==> src/rtl/if_id_skid_stage.sv <==
// IF/ID boundary register with valid/ready handshakes, a two-entry skid buffer,
// flush, NOP bubble insertion and a saturating stall-cycle counter.
module if_id_skid_stage #(
  parameter int unsigned       XLEN      = 32,
  parameter int unsigned       ILEN      = 32,
  parameter logic [ILEN-1:0]   NOP_INSTR = 32'h00000013,
  parameter int unsigned       CNT_W     = 16
) (
  input  logic             clk,
  input  logic             reset,
  input  logic             in_valid,
  output logic             in_ready,
  input  logic [XLEN-1:0]  in_pc_next,
  input  logic [ILEN-1:0]  in_instr,
  input  logic             flush,
  output logic             out_valid,
  input  logic             out_ready,
  output logic [XLEN-1:0]  out_pc_next,
  output logic [ILEN-1:0]  out_instr,
  output logic [1:0]       occupancy,
  input  logic             clr_stats,
  output logic [CNT_W-1:0] stall_count
);

  typedef enum logic [1:0] {
    ST_EMPTY = 2'd0,
    ST_ONE   = 2'd1,
    ST_FULL  = 2'd2
  } state_t;

  localparam logic [CNT_W-1:0] CNT_MAX = {CNT_W{1'b1}};

  state_t           state_q,     state_d;
  logic [XLEN-1:0]  main_pc_q,   main_pc_d;
  logic [ILEN-1:0]  main_instr_q, main_instr_d;
  logic [XLEN-1:0]  skid_pc_q,   skid_pc_d;
  logic [ILEN-1:0]  skid_instr_q, skid_instr_d;
  logic             out_valid_q, out_valid_d;
  logic             in_ready_q,  in_ready_d;
  logic [1:0]       occ_q,       occ_d;
  logic [CNT_W-1:0] stall_q,     stall_d;

  logic accept;
  logic drain;

  // Handshakes use only registered state on our side, so in_ready never sees out_ready.
  assign accept = in_valid & in_ready_q;
  assign drain  = out_valid_q & out_ready;

  // Next-state and datapath. Main fields are kept at 0/NOP whenever main is empty,
  // so the output ports can be driven straight from flops.
  always_comb begin
    state_d      = state_q;
    main_pc_d    = main_pc_q;
    main_instr_d = main_instr_q;
    skid_pc_d    = skid_pc_q;
    skid_instr_d = skid_instr_q;

    if (flush) begin
      state_d      = ST_EMPTY;
      main_pc_d    = {XLEN{1'b0}};
      main_instr_d = NOP_INSTR;
      skid_pc_d    = {XLEN{1'b0}};
      skid_instr_d = NOP_INSTR;
    end else begin
      case (state_q)
        ST_EMPTY: begin
          if (accept) begin
            state_d      = ST_ONE;
            main_pc_d    = in_pc_next;
            main_instr_d = in_instr;
          end
        end
        ST_ONE: begin
          if (accept && drain) begin
            main_pc_d    = in_pc_next;
            main_instr_d = in_instr;
          end else if (accept) begin
            state_d      = ST_FULL;
            skid_pc_d    = in_pc_next;
            skid_instr_d = in_instr;
          end else if (drain) begin
            state_d      = ST_EMPTY;
            main_pc_d    = {XLEN{1'b0}};
            main_instr_d = NOP_INSTR;
          end else begin
            state_d      = ST_ONE;
          end
        end
        ST_FULL: begin
          if (drain) begin
            state_d      = ST_ONE;
            main_pc_d    = skid_pc_q;
            main_instr_d = skid_instr_q;
            skid_pc_d    = {XLEN{1'b0}};
            skid_instr_d = NOP_INSTR;
          end else begin
            state_d      = ST_FULL;
          end
        end
        default: begin
          state_d      = ST_EMPTY;
          main_pc_d    = {XLEN{1'b0}};
          main_instr_d = NOP_INSTR;
          skid_pc_d    = {XLEN{1'b0}};
          skid_instr_d = NOP_INSTR;
        end
      endcase
    end

    out_valid_d = (state_d != ST_EMPTY);
    in_ready_d  = (state_d != ST_FULL);
    case (state_d)
      ST_ONE:  occ_d = 2'd1;
      ST_FULL: occ_d = 2'd2;
      default: occ_d = 2'd0;
    endcase
  end

  // Stall counter: clear beats increment; saturate rather than wrap.
  always_comb begin
    stall_d = stall_q;
    if (clr_stats) begin
      stall_d = {CNT_W{1'b0}};
    end else if (out_valid_q && !out_ready && (stall_q != CNT_MAX)) begin
      stall_d = stall_q + {{(CNT_W-1){1'b0}}, 1'b1};
    end else begin
      stall_d = stall_q;
    end
  end

  // State registers with synchronous reset.
  always_ff @(posedge clk) begin
    if (reset) begin
      state_q      <= ST_EMPTY;
      main_pc_q    <= {XLEN{1'b0}};
      main_instr_q <= NOP_INSTR;
      skid_pc_q    <= {XLEN{1'b0}};
      skid_instr_q <= NOP_INSTR;
      out_valid_q  <= 1'b0;
      in_ready_q   <= 1'b1;
      occ_q        <= 2'd0;
      stall_q      <= {CNT_W{1'b0}};
    end else begin
      state_q      <= state_d;
      main_pc_q    <= main_pc_d;
      main_instr_q <= main_instr_d;
      skid_pc_q    <= skid_pc_d;
      skid_instr_q <= skid_instr_d;
      out_valid_q  <= out_valid_d;
      in_ready_q   <= in_ready_d;
      occ_q        <= occ_d;
      stall_q      <= stall_d;
    end
  end

  assign in_ready    = in_ready_q;
  assign out_valid   = out_valid_q;
  assign out_pc_next = main_pc_q;
  assign out_instr   = main_instr_q;
  assign occupancy   = occ_q;
  assign stall_count = stall_q;

endmodule

==> config.mk <==
export PLATFORM = sky130hd
export DESIGN_NAME = if_id_skid_stage
export DESIGN_NICKNAME = d
export VERILOG_FILES = /design/src/rtl/if_id_skid_stage.sv
export SDC_FILE = /design/constraint.sdc
export NUM_CORES = 1
export LEC_CHECK = 0
export ABC_CLOCK_PERIOD_IN_PS = 3000
export CELL_PAD_IN_SITES_DETAIL_PLACEMENT = 1
export CELL_PAD_IN_SITES_GLOBAL_PLACEMENT = 2
export CORE_MARGIN = 10
export CORE_UTILIZATION = 32
export DETAILED_ROUTE_END_ITERATION = 8
export HOLD_SLACK_MARGIN = 0.1
export PLACE_DENSITY = 0.86
export SETUP_SLACK_MARGIN = 0.05
export SLEW_MARGIN = 10
export SYNTH_ARGS = -nofsm -noshare
export SYNTH_HDL_FRONTEND = slang
export SYNTH_SLANG_ARGS = --single-unit
==> constraint.sdc <==
create_clock -name clk -period 3 [get_ports clk]
set_clock_uncertainty 0.1 [all_clocks]
set_input_delay 0.3 -clock clk [delete_from_list [all_inputs] [get_ports clk]]
set_output_delay 0.3 -clock clk [all_outputs]
set_load 0.02 [all_outputs]
==> load_flow_metrics.sql <==
INSERT INTO impl_metrics (metric_group, metric, value, unit) VALUES
('clock_tree', 'htree_levels', '4', ''),
('yosys', 'synth.cell_area', '6430', 'sq um'),
('yosys', 'synth.area.mux_share', '0.331', '%'),
('power', 'cellPowerDensity', '554', 'nW/um^2'),
('grt', 'grt_util_met3', '5.64', '%'),
('routing', 'drt-vias-per-instance', '5.69', ''),
('place', 'weighted_congestion_at_the_end_of_routability_driven_global_placement', '0.809', ''),
('place', 'dp_cells', '1086', ''),
('routing', 'drt_iter0_markers', '420', ''),
('yosys', 'synth_adder_area_share', '0.195', '%'),
('yosys', 'synthesis.yosys.warnings', '0', ''),
('run_status', 'outcome', 'completed', ''),
('die', 'placeableCoreArea', '19600', 'sq um'),
('routing', 'num_vias', '6353', ''),
('routing', 'number_of_detailed_route_iterations_in_the_first_pass', '5', ''),
('yosys', 'synth-async-reset-ratio', '0', '%'),
('timing', 'final.min_clock_period', '2.30', 'ns'),
('clock_tree', 'cts_resized', '0', ''),
('routing', 'detail_route.wirelength', '23400', 'um'),
('grt', 'grt_start_max_net_pins', '68', ''),
('yosys', 'synth_cells', '720', ''),
('clock_tree', 'root_buffer', 'sky130_fd_sc_hd__clkbuf_16', ''),
('yosys', 'synth-simple-area-share', '15.5', '%'),
('grt', 'grt_busiest_layer', 'met2', ''),
('die', 'initial_core_util', '32.8', '%'),
('power', 'p_leak', '2.90', 'nW'),
('timing', 'finalSetupViolations', '0', ''),
('worst_setup_path', 'path_max_fanout', '45', ''),
('power', 'max-vdd-ir-drop', '375', 'uV'),
('timing', 'fin_tns_setup', '0', 'ns'),
('finish', 'antennaDiodeCount', '0', ''),
('yosys', 'synth-compound-area-share', '31.9', '%'),
('finish', 'layout.filler_cells', '2251', ''),
('yosys', 'synth_top_family_by_area', 'compound AO/OA/AOI/OAI gates', ''),
('clock_tree', 'tritoncts', 'built', ''),
('worst_setup_path', 'worstPathArrival', '2.51', 'ns'),
('grt', 'initial_antenna_violation_count', '1', ''),
('clock_tree', 'insertion_delay', '0.42', 'ns'),
('place', 'detailedPlace.worstSlack', '0.309', 'ns'),
('grt', 'gr-usage-met2', '29.0', '%'),
('grt', 'total_track_usage', '17.4', '%'),
('worst_setup_path', 'crit_path_cell_trace', 'and2_1, o32ai_4, and2_2, buf_12, a221o_1', ''),
('yosys', 'mappedNetlistNets', '791', ''),
('die', 'die-width', '162', 'um'),
('grt', 'first_global_vias', '6775', ''),
('die', 'dieArea', '26200', 'sq um'),
('routing', 'detail_route.wl_per_cell', '20.9', 'um'),
('die', 'pin_count', '154', ''),
('timing', 'max_slew_margin', '50.6', '%'),
('timing', 'worstMarginPinSlew', '0.741', 'ns'),
('finish', 'most-common-layout-cells', '153 x sky130_fd_sc_hd__clkdlybuf4s50_1, 150 x sky130_fd_sc_hd__dfxtp_1, 74 x sky130_fd_sc_hd__a21oi_1', ''),
('grt', 'global_route_wire_length_before_repair', '37000', 'um'),
('worst_setup_path', 'critical_path_class', 'flip-flop to flip-flop', ''),
('die', 'fp-row-count', '51', ''),
('worst_setup_path', 'timing.critical_path.from_type', 'flip-flop', ''),
('finish', 'layout.cells.most_common', 'sky130_fd_sc_hd__clkdlybuf4s50_1', ''),
('worst_setup_path', 'crit_path_top_delay_cell', 'sky130_fd_sc_hd__and2_1', ''),
('timing', 'fin_crit_sh', '76.7', '%'),
('grt', 'grt_overflow', '0', ''),
('clock_tree', 'ctsHoldBuffers', '0', ''),
('routing', 'remaining_drc_errors', '0', ''),
('routing', 'ant_nets', '0', ''),
('clock_tree', 'cts_inserted_buffers', '17', ''),
('worst_setup_path', 'timing.reg2reg.setup_slack', '0.70', 'ns'),
('clock_tree', 'tritoncts_num_sinks', '150', ''),
('yosys', 'netlist-cell-type-count', '55', ''),
('clock_tree', 'clock_slew_at_the_register_clock_pins_of_the_worst_setup_and_hold_paths', '0.06', 'ns'),
('worst_setup_path', 'required', '3.20', 'ns'),
('finish', 'instances_no_fill', '1117', ''),
('timing', 'report.final.hold_viol_count', '0', ''),
('worst_setup_path', 'max_stage_delay', '0.49', 'ns');
[synthesized netlist by cell type (4+ instances only)]
master	instances	share of area (%)
sky130_fd_sc_hd__nand2_1	53	3.1
sky130_fd_sc_hd__o31ai_1	4	0.47
sky130_fd_sc_hd__a21oi_1	74	5.8
sky130_fd_sc_hd__nand4b_1	20	2.7
sky130_fd_sc_hd__buf_1	4	0.23
sky130_fd_sc_hd__buf_6	6	1.1
sky130_fd_sc_hd__dfxtp_1	150	47
sky130_fd_sc_hd__nor2_1	68	4.0
sky130_fd_sc_hd__clkbuf_1	49	2.9
sky130_fd_sc_hd__o21ai_0	69	5.4
sky130_fd_sc_hd__nor4_1	6	0.58
sky130_fd_sc_hd__or3_1	9	0.88
sky130_fd_sc_hd__inv_1	4	0.23
sky130_fd_sc_hd__nand3_1	5	0.39
sky130_fd_sc_hd__buf_2	9	0.70
sky130_fd_sc_hd__a221o_1	60	9.3
sky130_fd_sc_hd__nand4_1	6	0.58
sky130_fd_sc_hd__a22oi_1	60	7.0
[worst max-delay path: cells and delay by family (launching register included)]
| kind | cells | cell delay [ns] |
|---|---|---|
| AO/OA/AOI/OAI | 2 | 0.51 |
| buffers and inverters | 1 | 0.25 |
| flip-flops | 1 | 0.46 |
| AND/OR/NAND/NOR | 2 | 0.85 |
[power breakdown]
| group | internal, mW | switching (mW) |
|---|---|---|
| combinational | 0.240 | 0.299 |
| sequential | 2.04 | 0.0297 |
| clock | 1.41 | 0.851 |
| total | 3.69 | 1.18 |
[area by class of cell]
cell class / instances / area, sq um / area share [%]
clock buffers: 20 / 447 / 5.08
clock inverters: 11 / 176 / 2.01
inverters: 4 / 15.0 / 0.171
multi-input cells: 495 / 3110 / 35.4
flip-flops and latches: 150 / 3000 / 34.1
well taps: 265 / 332 / 3.77
repair buffers: 172 / 1710 / 19.5
[routing by layer]
layer  up-vias  wire length [um]
met1      3179             10200
met2       175             11200
met5         -                13
li1       2964                 -
met3        33              1450
met4         2               464
[sequential cells by signal, summed over array words and instances (netlist names)]
register / count
out_pc_next: 32
state_q: 2
in_ready: 1
stall_count: 16
occupancy: 2
out_instr: 32
skid_instr_q: 32
skid_pc_q: 32
out_valid: 1
[logic make-up (layout without fill, tap and decap cells)]
| group | Yosys count | in the layout |
|---|---|---|
| compound gates | 295 | 295 |
| simple gates | 197 | 197 |
| flops | 150 | 150 |
| buf+inv | 75 | 207 |
| mux | 2 | 2 |
| fa+ha+maj | 1 | 1 |
[through the flow]
| stage | power [mW] | utilization (%) | cell area [sq um] |
|---|---|---|---|
| after floorplan | 2.36 | - | 6430 |
| after global placement | 2.63 | 41.7 | 8170 |
| after detailed placement | 2.65 | 41.7 | 8170 |
| after CTS | 4.91 | 44.9 | 8790 |
| after global routing | 5.05 | 44.9 | 8790 |
| final | 4.87 | 44.9 | 8790 |
[worst paths after layout]
path	cells past startpoint	to	startpoint
worst max-delay path	5	out_instr[23]$_SDFFE_PP0P_	out_valid$_SDFF_PP0_
worst min-delay path	2	skid_pc_q[28]$_SDFFE_PP0P_	skid_pc_q[28]$_SDFFE_PP0P_
worst max register to register	5	out_instr[23]$_SDFFE_PP0P_	out_valid$_SDFF_PP0_
worst min register to register	2	skid_pc_q[28]$_SDFFE_PP0P_	skid_pc_q[28]$_SDFFE_PP0P_
(Power assumes the default switching activity.)
==> edit 1 (same flow settings) <==
The parameter `XLEN` goes from 32 to 36.
--- a/src/rtl/if_id_skid_stage.sv
+++ b/src/rtl/if_id_skid_stage.sv
@@ -1,7 +1,7 @@
 // IF/ID boundary register with valid/ready handshakes, a two-entry skid buffer,
 // flush, NOP bubble insertion and a saturating stall-cycle counter.
 module if_id_skid_stage #(
-  parameter int unsigned       XLEN      = 32,
+  parameter int unsigned       XLEN      = 36,
   parameter int unsigned       ILEN      = 32,
   parameter logic [ILEN-1:0]   NOP_INSTR = 32'h00000013,
   parameter int unsigned       CNT_W     = 16
Ports: changed (resized in_pc_next and out_pc_next); port bits go from 154 to 162. The function was not compared with the original's and may differ.
==> edit 1 against the unedited design <==
- synthesized cell count is 6.5% higher
- global-route usage decreased by 0.57 points
- wire length rose by 3.4%
- area after synthesis grew 8.3%
- total power is 4.3% higher
- critical path depth rose by 1
- worst setup slack improved by 0.12 ns
- cell area grew 7.2%
- die area is 7.2% higher
- sequential cell count is 8 higher
- largest cell class unchanged
==> edit 1: results (changes against the unedited design) <==
[detailed_routing]
highest_layer=met4
dr_wl_met3_um=1298  ; -11%
via_count=6715  ; +5.7%
routedWlPerCell_um=20.61  ; -1.5%
wl_met2_um=11170  ; -0.68%

[global_route]
met1_usage_pct=21.79  ; +1.3 points
grtUsageMet2_pct=26.85  ; -2.2 points
grt_pass1_wl_um=39760  ; +7.5%
grt_pass1_vias=7094  ; +4.7%

[yosys]
synth_fa_ha_area_share_pct=0.1798  ; -0.015 points
synth_commonest_cells=158 x dfxtp_1, 85 x a21oi_1, 75 x nor2_1, 65 x nand4b_1
synthMuxAreaShare_pct=0.9168  ; +0.59 points
synth_compound_area_share_pct=30.45  ; -1.4 points
yosysUniqueCellTypes=45  ; -18%
yosys-top-cells-area=dfxtp_1 45%, a221o_1 9.2%, nand4b_1 8.2%

[placed_design]
place_ws_ns=0.3888  ; +0.07979 ns
gp_congestion=0.7539  ; -6.9%
dp_hpwl_um=14990  ; -4.5%

[run_status]
status=finished, final reports clean

[sta]
slew_headroom_pct=45.24  ; -5.4 points

[setup_path]
cp_data_arrival_time_ns=2.42  ; -0.09 ns
cp_max_fo=50  ; +11%
r2r_setup_slack_ns=0.81  ; +0.12 ns
max_stage_delay_ns=0.55  ; +0.06 ns
r2r-start=state_q[0]$_SDFF_PP0_
endpoint=skid_instr_q[24]$_SDFFE_PP0P_
crit_family=buffers and inverters
r2r-end=out_pc_next[34]$_SDFFE_PP0P_
critPathSlowestCell=buf_4

[power_and_ir_drop]
vdd_drop_max_mv=0.3146  ; -16%
seq_cell_power_mw=2.17  ; +5%

edit 1: cell types whose count changed in the layout (fill, tap and decap cells not counted), sizes merged, moves of 4 or more:
cell / unedited run / this run
inv: 4 / 10
nand2: 53 / 13
a21oi: 74 / 85
nor2: 69 / 76
a22oi: 60 / 64
nor4: 7 / 3
nand4b: 20 / 65
o21ai: 69 / 80
a221o: 60 / 64
clkdlybuf4s50: 153 / 161
dfxtp: 150 / 158
edit 1: area by class of cell:
cell class              instances  area [µm²]
fillers                      2432       11790
multi-input cells             520        3451
flip-flops and latches        158        3166
repair buffers                183        1827
clock buffers                  17       425.4
well taps                     275       344.1
clock inverters                15       198.9
inverters                       4       15.01
diodes                          1       2.502
edit 1: stage by stage:
stage / util, % / cells / cell area (µm²)
after global placement: 41.48 / 1140 / 8802
after floorplan: - / 767 / 6960
after global routing: 44.42 / 1172 / 9427
final: 44.43 / 1173 / 9429
after detailed placement: 41.48 / 1140 / 8802
after CTS: 44.42 / 1172 / 9427
edit 1: worst min path at each step:
| stage | startpoint | end | slack, ns |
|---|---|---|---|
| finish | skid_instr_q[10]$_SDFFE_PP0P_ | skid_instr_q[10]$_SDFFE_PP0P_ | 0.38 |
| global route | skid_pc_q[32]$_SDFFE_PP0P_ | skid_pc_q[32]$_SDFFE_PP0P_ | 0.40 |
| CTS | skid_instr_q[10]$_SDFFE_PP0P_ | skid_instr_q[10]$_SDFFE_PP0P_ | 0.38 |
| detailed placement | skid_instr_q[10]$_SDFFE_PP0P_ | skid_instr_q[10]$_SDFFE_PP0P_ | 0.37 |
| global placement | skid_instr_q[8]$_SDFFE_PP0P_ | skid_instr_q[8]$_SDFFE_PP0P_ | 0.36 |
| floorplan | in_instr[10] | out_instr[10]$_SDFFE_PP0P_ | 0.34 |
==> edit 2 (config.mk and constraints unchanged) <==
Made on the original files. Re-encode `state_t` (3 states) as one-hot, 3 bits wide.
--- a/src/rtl/if_id_skid_stage.sv
+++ b/src/rtl/if_id_skid_stage.sv
@@ -22,10 +22,10 @@
   output logic [CNT_W-1:0] stall_count
 );
 
-  typedef enum logic [1:0] {
-    ST_EMPTY = 2'd0,
-    ST_ONE   = 2'd1,
-    ST_FULL  = 2'd2
+  typedef enum logic [2:0] {
+    ST_EMPTY = 3'b001,
+    ST_ONE   = 3'b010,
+    ST_FULL  = 3'b100
   } state_t;
 
   localparam logic [CNT_W-1:0] CNT_MAX = {CNT_W{1'b1}};
Behaviour: no difference found for any inputs over 4 cycles, from zero or initial values and one cycle with reset high; so few cycles prove little.
==> edit 2 against the unedited design <==
- utilization decreased by 1.1 points
- synthesized cell count increased by 19%
- worst setup slack got worse by 0.18 ns
- combinational power increased by 4.6%
- total power decreased by 1.9%
- sequential cell count increased by 1
- cell area increased by 5.7%
- final cell count increased by 12%
- wire length increased by 4.4%
- area after synthesis increased by 8.4%
- largest cell class unchanged
- non-clock buffer count increased by 3
- die area increased by 7.4%
- fmax decreased by 7.3%
==> edit 2: results (changes against the unedited design) <==
[run_status]
status=finished, final reports clean

[hold_path]
min_to=out_instr[21]$_SDFFE_PP0P_
hold_path.startpoint=out_instr[21]$_SDFFE_PP0P_

[setup_path]
crit_family=buffers and inverters
max_stage_delay_ns=0.59  ; +0.10 ns
r2r-start=state_q[0]$_SDFF_PP1_
cp_max_fo=41  ; -8.9%
critPathSlowestCell=or3_1
endpoint_kind=flop
r2r_setup_slack_ns=0.52  ; -0.18 ns
r2r_cells=6  ; +1
endpoint=out_instr[7]$_SDFFE_PP0P_

[placed_design]
dp_hpwl_um=15410  ; -1.8%
place_ws_ns=0.5067  ; +0.1977 ns
dp.cells=1222  ; +13%
gp_congestion=0.7758  ; -4.2%
place_area_um2=8702  ; +6.5%
io_buffers=153  ; unchanged

[power_and_ir_drop]
pg_clk_mw=2.16  ; -4%
p_comb_mw=0.563  ; +4.6%
vdd_drop_max_mv=0.3367  ; -10%
intPower_mw=3.586  ; -2.8%
power_leakage_nw=2.884  ; -0.42%
seq_cell_power_mw=2.05

[yosys]
synthesis.nets=930  ; +18%
yosysSeqAreaShare_pct=43.36  ; -3.3 points
synth_commonest_cells=151 x dfxtp_1, 128 x nand2_1, 108 x o21ai_0, 68 x a21oi_1, 67 x nand3_1
yosys-top-cells-area=dfxtp_1 43%, a32o_1 8.6%, o21ai_0 7.8%
synth_compound_area_share_pct=25.72  ; -6.1 points
yosysWarnings=0  ; unchanged
synth_fa_ha_area_share_pct=0.1795  ; -0.015 points
synthMuxAreaShare_pct=0.2872  ; -0.044 points
syn_inst=859  ; +19%
yosysUniqueCellTypes=43  ; -22%
synth_xor_xnor_area_share_pct=1.884  ; +1.9 points
async_flop_share_pct=0  ; unchanged

[clock_network]
clk_pin_slew_ns=0.06  ; about the same
cts_setup_buffers=0  ; unchanged

[detailed_routing]
drt_iter0_markers=376  ; -10%
via_count=6880  ; +8.3%
first_pass_iters=5  ; unchanged
viasPerCell=5.482  ; -3.6%
routedWlPerCell_um=19.45  ; -7.1%

[sta]
finalCritPeriodShare_pct=82.77  ; +6.0 points
slew_headroom_pct=45.48  ; -5.1 points
whs_ns=0.3534  ; -0.01959 ns

[finish]
final_net_count=1037  ; +14%
drive_gt1_share_pct=6.442  ; -1.2 points

[global_route]
grt_pass1_vias=7117  ; +5.0%
antenna_found_initial=2  ; +1
grt_usage_pct=16.90  ; -0.52 points
grt_max_degree=71  ; +4.4%
grt_pass1_wl_um=39450  ; +6.6%

## edit 2: kinds of logic (layout without fill, tap and decap cells)
family,count (synthesis),in the layout
adder cells (fa/ha/maj),1,1
AND/OR/NAND/NOR,314,314
XOR/XNOR,15,15
AO/OA/AOI/OAI,282,282
flip-flops,151,151
other,0,2
buffers and inverters,94,213
multiplexers,2,2
## edit 2: layout make-up
| class | count | area, µm² |
|---|---|---|
| diodes | 2 | 5.005 |
| clock buffers | 24 | 491.7 |
| clock inverters | 7 | 93.84 |
| fillers | 2512 | 11930 |
| inverters | 7 | 26.28 |
| multi-input cells | 614 | 3573 |
| flip-flops and latches | 151 | 3024 |
| well taps | 275 | 344.1 |
| repair buffers | 175 | 1734 |
## edit 2: per-layer routing
metal	vias up	global-route usage [%]	share of wire (%)
li1	3319	-	-
met1	3397	21.37	47
met2	149	27.70	47
met3	15	4.635	5.0
met4	0	4.353	1.0
met5	-	0	0
